`src/rtl/axis_dispatcher.sv`:
```
// AXI-Stream dispatcher: buffers payload vectors in a show-ahead FIFO and
// emits them as {header, payload} beats. Define DISPATCHER_STATS_EN for beat/packet counters.
module axis_dispatcher #(
  parameter int           DATAW      = 512,
  parameter int           USERW      = 75,
  parameter int           IDW        = 2,
  parameter int           DESTW      = 4,
  parameter int           DESTNODE   = 0,
  parameter int           FIFO_DEPTH = 8,
  parameter logic [1:0]   USER_CMD   = 2'h2
) (
  input  logic                   clk,
  input  logic                   rst_n,
  input  logic                   data_fifo_wen,
  input  logic [DATAW-1:0]       data_fifo_wdata,
  input  logic                   data_last,
  output logic                   data_fifo_rdy,
  output logic                   axis_tx_tvalid,
  input  logic                   axis_tx_tready,
  output logic [DATAW+USERW-1:0] axis_tx_tdata,
  output logic                   axis_tx_tlast,
  output logic [IDW-1:0]         axis_tx_tid,
  output logic [DESTW-1:0]       axis_tx_tdest
`ifdef DISPATCHER_STATS_EN
  ,
  output logic [31:0]            beat_count,
  output logic [31:0]            packet_count
`endif
);

  localparam int PTRW = (FIFO_DEPTH > 1) ? $clog2(FIFO_DEPTH) : 1;
  localparam int CNTW = PTRW + 1;
  localparam int ENTW = DATAW + 1;

  // Header is constant: command code in [10:9], everything else zero.
  localparam logic [USERW-1:0] HEADER = USERW'(USER_CMD) << 9;

  logic [ENTW-1:0] mem [FIFO_DEPTH];
  logic [PTRW-1:0] wr_ptr;
  logic [PTRW-1:0] rd_ptr;
  logic [CNTW-1:0] count;
  logic            push;
  logic            pop;
  logic [ENTW-1:0] head;

  assign data_fifo_rdy  = (count != CNTW'(FIFO_DEPTH));
  assign axis_tx_tvalid = (count != '0);
  assign push           = data_fifo_wen & data_fifo_rdy;
  assign pop            = axis_tx_tvalid & axis_tx_tready;

  // Storage needs no reset; an empty count makes stale entries invisible.
  always_ff @(posedge clk) begin
    if (push) begin
      mem[wr_ptr] <= {data_last, data_fifo_wdata};
    end
  end

  // Pointers wrap naturally because FIFO_DEPTH is a power of two.
  always_ff @(posedge clk or negedge rst_n) begin
    if (!rst_n) begin
      wr_ptr <= '0;
      rd_ptr <= '0;
      count  <= '0;
    end else begin
      if (push) begin
        wr_ptr <= wr_ptr + PTRW'(1);
      end
      if (pop) begin
        rd_ptr <= rd_ptr + PTRW'(1);
      end
      case ({push, pop})
        2'b10:   count <= count + CNTW'(1);
        2'b01:   count <= count - CNTW'(1);
        default: count <= count;
      endcase
    end
  end

  assign head          = mem[rd_ptr];
  assign axis_tx_tdata = {HEADER, head[DATAW-1:0]};
  assign axis_tx_tlast = axis_tx_tvalid & head[DATAW];
  assign axis_tx_tid   = '0;
  assign axis_tx_tdest = DESTW'(DESTNODE);

`ifdef DISPATCHER_STATS_EN
  always_ff @(posedge clk or negedge rst_n) begin
    if (!rst_n) begin
      beat_count   <= '0;
      packet_count <= '0;
    end else if (pop) begin
      beat_count <= beat_count + 32'd1;
      if (axis_tx_tlast) begin
        packet_count <= packet_count + 32'd1;
      end
    end
  end
`endif

endmodule

```
`config.mk`:
```
export PLATFORM = sky130hd
export DESIGN_NAME = axis_dispatcher
export DESIGN_NICKNAME = d
export VERILOG_FILES = /design/src/rtl/axis_dispatcher.sv
export SDC_FILE = /design/constraint.sdc
export NUM_CORES = 2
export LEC_CHECK = 0
export ABC_CLOCK_PERIOD_IN_PS = 47700
export BUFFER_PORTS_ARGS = -buffer_cell sky130_fd_sc_hd__buf_2
export CAP_MARGIN = 30
export CORE_MARGIN = 5
export CORE_UTILIZATION = 30
export CTS_BUF_LIST = sky130_fd_sc_hd__clkbuf_4 sky130_fd_sc_hd__clkbuf_8
export CTS_CLUSTER_DIAMETER = 120
export DETAILED_ROUTE_END_ITERATION = 8
export PLACE_DENSITY_LB_ADDON = 0.25
export SYNTH_ARGS = -nofsm -noshare
export SYNTH_HDL_FRONTEND = slang
export SYNTH_MEMORY_MAX_BITS = 65536
export SYNTH_SLANG_ARGS = --single-unit
```
`constraint.sdc`:
```
create_clock -name clk -period 47.7 [get_ports clk]
set_clock_uncertainty 0.2 [all_clocks]
set_input_delay 4.77 -clock clk [delete_from_list [all_inputs] [get_ports clk]]
set_output_delay 4.77 -clock clk [all_outputs]
set_load 0.02 [all_outputs]
```
# ---- Word level (Yosys, flattened, before mapping)
# Memory sizes are Yosys's and may differ from the RTL's.
# Cells that the tools add are included.
dict set report word_totals {
  memories 1
  register_bits 10
  mem_bits_rw 4104
  out_inout_bits 596
  word_cells 19
}
# memory words width read_ports rd_ports_with_merged_regs wr line
set mem_list {}
lappend mem_list {mem 8 513 1 0 1 38} ;# logic [ENTW-1:0] mem [FIFO_DEPTH];
dict set report classes {
  reduce_logical 2
  bitwise_logic 3
  eq_ne 3
  addsub 4
  n_mux 3
}
# cell count
set ops {}
lappend ops {{$pmux W4 S2} 1}
lappend ops {{$add A3 B1 Y3 const B} 2}
lappend ops {{$add A4 B1 Y4 const B} 1}
lappend ops {{$ne A4 B4 Y1 const B} 1}
lappend ops {{$reduce_bool A4 Y1} 1}
lappend ops {{$sub A4 B1 Y4 const B} 1}
lappend ops {{$and A1 B1 Y1} 3}
lappend ops {{$eq A2 B1 Y1 const B} 1}
lappend ops {{$eq A2 B2 Y1 const B} 1}
lappend ops {{$mux W1} 2}
lappend ops {{$reduce_bool A2 Y1} 1}

# ---- Logic depth before layout (Yosys ltp)
dict set report depth {
  word_depth 4
  ltp_mapped 10
}

# ---- Least setup slack after synthesis
# OpenSTA, ideal clock, no wires.
dict set report synth_timing {
  kind {in2reg}
  startpoint {in data_fifo_wen}
  endpoint {mem mem[0][0] in the netlist's numbering (enable)}
  setup_slack_ns 5.841
  stages 3
  setup_ns 2.018
  n_path_buf 0
  t_arrival_ns 39.640
  required_time_ns 45.482
  path_cell_list {nand2_1 -> or2_2 -> nor3_1}
}
dict set report synth_between {
  elab_chain_len 3
}
# element line
set synth_lines {}
lappend synth_lines {{start, declared} 14} ;# input logic data_fifo_wen,
lappend synth_lines {{$and A1 B1 Y1} 48} ;# assign push = data_fifo_wen & data_fifo_rdy;
lappend synth_lines {{$mux W1} 53} ;# if (push) begin
lappend synth_lines {{$mux W1 (not written as such)} 54} ;# mem[wr_ptr] <= {data_last, data_fifo_wdata};
lappend synth_lines {{end, declared} 38}
# No other way between the ends.

# ---- Final worst setup path
dict set report layout_timing {
  startpoint {reg rd_ptr[0]}
  endpoint {out axis_tx_tdata[480]}
}
dict set report layout_between {
  elab_chain_len 1
}
# element line
set layout_lines {}
lappend layout_lines {{start, declared} 40} ;# logic [PTRW-1:0] rd_ptr;
lappend layout_lines {{start signal, assigned} 69} ;# rd_ptr <= rd_ptr + PTRW'(1);
lappend layout_lines {{$mem_v2 Z8 W513} n/a}
lappend layout_lines {{end, declared} 20} ;# output logic [DATAW+USERW-1:0] axis_tx_tdata,
# No other way between the ends.

==> metrics.md <==
| Metric | Value |
|---|---|
| HP Start | count[3] |
| Setup-failing EPs final | 0 |
| CTS buffer count | 688 |
| Area share of the largest cell type after synthesis | 0.7972 |
| Die area | 529,800 um2 |
| Share of cells above drive strength 1 | 0.4637 |
| TritonCTS Sinks | 4,114 |
| Via-to-Cell Ratio | 4.651 |
| Critical-path top delay cell | dfrtp_4 |
| Least-Margin Pin Slew | 1.118 ns |
| Initial DRC count | 4,664 |
| # rows | 263 |
| Most used cell, CP | buf_4 |
| Critical Path Fanout Max | 111 |
| Worst setup EP type | primary output |
| Number of synthesized flops with an enable pin | 4,104 |
| R2R cell count | 9 |
| CP cell instances | buf_12 -> buf_4 -> buf_16 -> buf_4 -> buf_4 -> buf_4 -> buf_4 -> mux4_2 -> mux2_2 -> buf_2 |
| Crit-path max cell delay | 0.78 ns |
| Worst Hold Endpoint | count[3] |
| WHS Path Cells | 1 |
| Most common cell in the netlist | edfxtp_1 |
| Final Slew Violations | 0 |
| Relative slew slack | 0.2548 |
| Final #Nets | 8,172 |
| Sequential fraction of the synthesis area | 0.7988 |
| Pre-CTS WS | 35.65 ns |
| Worst setup path class | reg2out |
| Starting Density | 0.3011 |
| Setup crit start | rd_ptr[0] |
| Pwr/cell area | 63.47 nW/um2 |
| Final Hold Vio Count | 0 |
| Worst-path clk slew | 0.06 ns |
| RSZ-0062 raised after global routing | no |
| Seq pwr share | 0.404 |
| Commonest cells post-synth | edfxtp_1 (4,104), mux4_2 (1,026), mux2_2 (516), clkbuf_1 (145), buf_2 (114) |
| DRC viols | 0 |
| Die W | 727.8 um |
| Initial antenna violation count | 229 |
| Crit share post-route | 0.2639 |
| Post-Synthesis Cells | 6,069 |
| Reg2reg start | count[0] |
| # hold bufs at CTS | 0 |
| Asr flop ratio synth | 0.002431 |
| Grt ovf | 0 |
| CP Launch Type | register |
| Combinational Power Share | 0.331 |
| Via Count | 69.73k |
| Setup Fix Bufs, Post-CTS | 0 |
| Avg Synthesized Cell Area | 25.47 um2 |
| Setup ws final | 35.11 ns |
| Port bufs | 1,031 |
| Data arrival time of the critical path | 7.62 ns |
| DRT Pass-1 Iters | 5 |
| Top FF cell, synth | edfxtp_1 |
| Clock Power Share | 0.265 |
| Worst hold path type | reg2reg |
| Detail Route Antenna Nets | 0 |
| FF-to-FF setup slack | 41.77 ns |
| Io pins | 1,113 |
| CP Data Required Time | 42.73 ns |
| CP bufs+invs | 8 |
| FF+latch count, synth | 4,114 |
| Largest net degree at the start of global routing | 133 |
| Wire per inst | 26.06 um |
| DP HPWL | 230,700 um |
| RePlAce Congestion | 0.7236 |
| Global-route wire length before repair | 555,300 um |
| Max-cap check violation count | 0 |
| Tmin final | 12.59 ns |
| Delay-heaviest family, CP | buffers and inverters |
| Number of global-route vias before repair | 75.01k |
| Top post-synthesis cells by area | edfxtp_1 (80%), mux4_2 (15%), mux2_2 (3.8%) |
| Max VDD drop | 0.04334 mV |
| Dominant cell type by area after synthesis | edfxtp_1 |
| Total GRT Usage | 0.1429 |
| Worst r2r dst | mem[4][143] |
| Clock root buffer | clkbuf_8 |
| Area delta synth->final | 17.55% |
| Clock latency on the worst-skew pair | 1.21 ns |
| CTS tree | built |
| Synthesized area | 154,600 um2 |
| Core ar. | 513,300 um2 |
| Int Power | 7.719 mW |
| FMAX | 79.45 MHz |
| Sum Neg Setup Slack | 0 ns |
| Outcome | finished clean |
| Gates resized, CTS repair | 0 |
| Die Span Y | 727.8 um |
| CTS Buffer Depth | 4 |
| Max H-tree Level | 6 |
| LEAKAGE | 58.29 nW |
| Library cells used by synthesis | 27 |
| Overall routed net length | 390,800 um |
| Syn. warnings | 0 |
| Switching Share | 0.3307 |
| Switching pwr | 3.815 mW |
metrics by stage:
stage | area (um2) | util | total power [mW] | std cells | hold slack, ns
finish | 181700 | 0.3540 | 11.53 | 14993 | 0.3026
global route | 181600 | 0.3538 | 12.11 | 14953 | 0.3216
CTS | 181400 | 0.3534 | 11.78 | 14924 | 0.3026
detailed placement | 168000 | 0.3272 | 8.678 | 13711 | 0.2927
global placement | 168000 | 0.3272 | 8.640 | 13710 | 0.2758
floorplan | 154900 | - | 7.758 | 6148 | 0.2530
logic make-up (layout without fill, tap and decap cells):
logic type	count (synthesis)	after routing	synth area share
other cells	2	144	0.00004858
buf+inv	367	2392	0.01214
mux	1542	1542	0.1871
flops	4114	4114	0.7988
compound gates	2	2	0.00008901
fa+ha+maj	5	5	0.0004047
xor+xnor	8	8	0.0004532
simple gates	29	29	0.0009875
layer usage:
metal | vias up | global-route usage | part of all wire
li1 | 29387 | - | -
met1 | 37138 | 0.1714 | 0.38
met2 | 2172 | 0.2433 | 0.50
met3 | 924 | 0.04570 | 0.078
met4 | 112 | 0.04703 | 0.032
met5 | - | 0 | 0.0018
final cells by class:
cell class                 instances  area [um2]
antenna                           63       157.7
clock buffer                     929       11300
clock inverter                   284        2107
fill                           47272      331600
multi-input combinational       1667       29580
sequential                      4114      123500
tap                             6757        8454
timing repair buffer            1179        6624
cell usage in the layout, fill, tap and decap left out, types with 6 or more instances in the layout:
cell        count
edfxtp_1     4104
buf_2        1031
mux4_2       1026
clkbuf_8      692
mux2_2        516
clkbuf_4      237
clkinv_1      157
buf_4         124
conb_1         81
diode_2        63
clkinv_2       48
buf_12         17
bufinv_16      16
clkinvlp_4     13
clkinv_8       13
inv_12         11
inv_8          10
inv_6           8
dfrtp_1         7
buf_16          7
nor2_4          6
registers in the layout, summed over array words and instances, names as in the netlist:
| signal | count |
|---|---|
| count | 4 |
| mem | 4104 |
| wr_ptr | 3 |
| rd_ptr | 3 |
how the worst max path moves through the flow:
stage	cells after the start	end	slack [ns]
2_1_floorplan	3	mem[0][0]	5.84
3_3_place_gp	9	axis_tx_tdata[480]	35.70
3_5_place_dp	9	axis_tx_tdata[480]	35.65
4_1_cts	9	axis_tx_tdata[480]	34.25
5_1_grt	10	axis_tx_tdata[480]	34.19
6_report	10	axis_tx_tdata[480]	35.11
power groups by stage:
stage | registers, mW | clock network [mW] | logic (mW)
global placement | 4.71 | 0 | 3.93
finish | 4.66 | 3.05 | 3.82
global route | 4.70 | 3.33 | 4.08
detailed placement | 4.74 | 0 | 3.94
floorplan | 5.22 | 0 | 2.54
CTS | 4.67 | 3.16 | 3.95
Power figures use the tool's default switching activity.
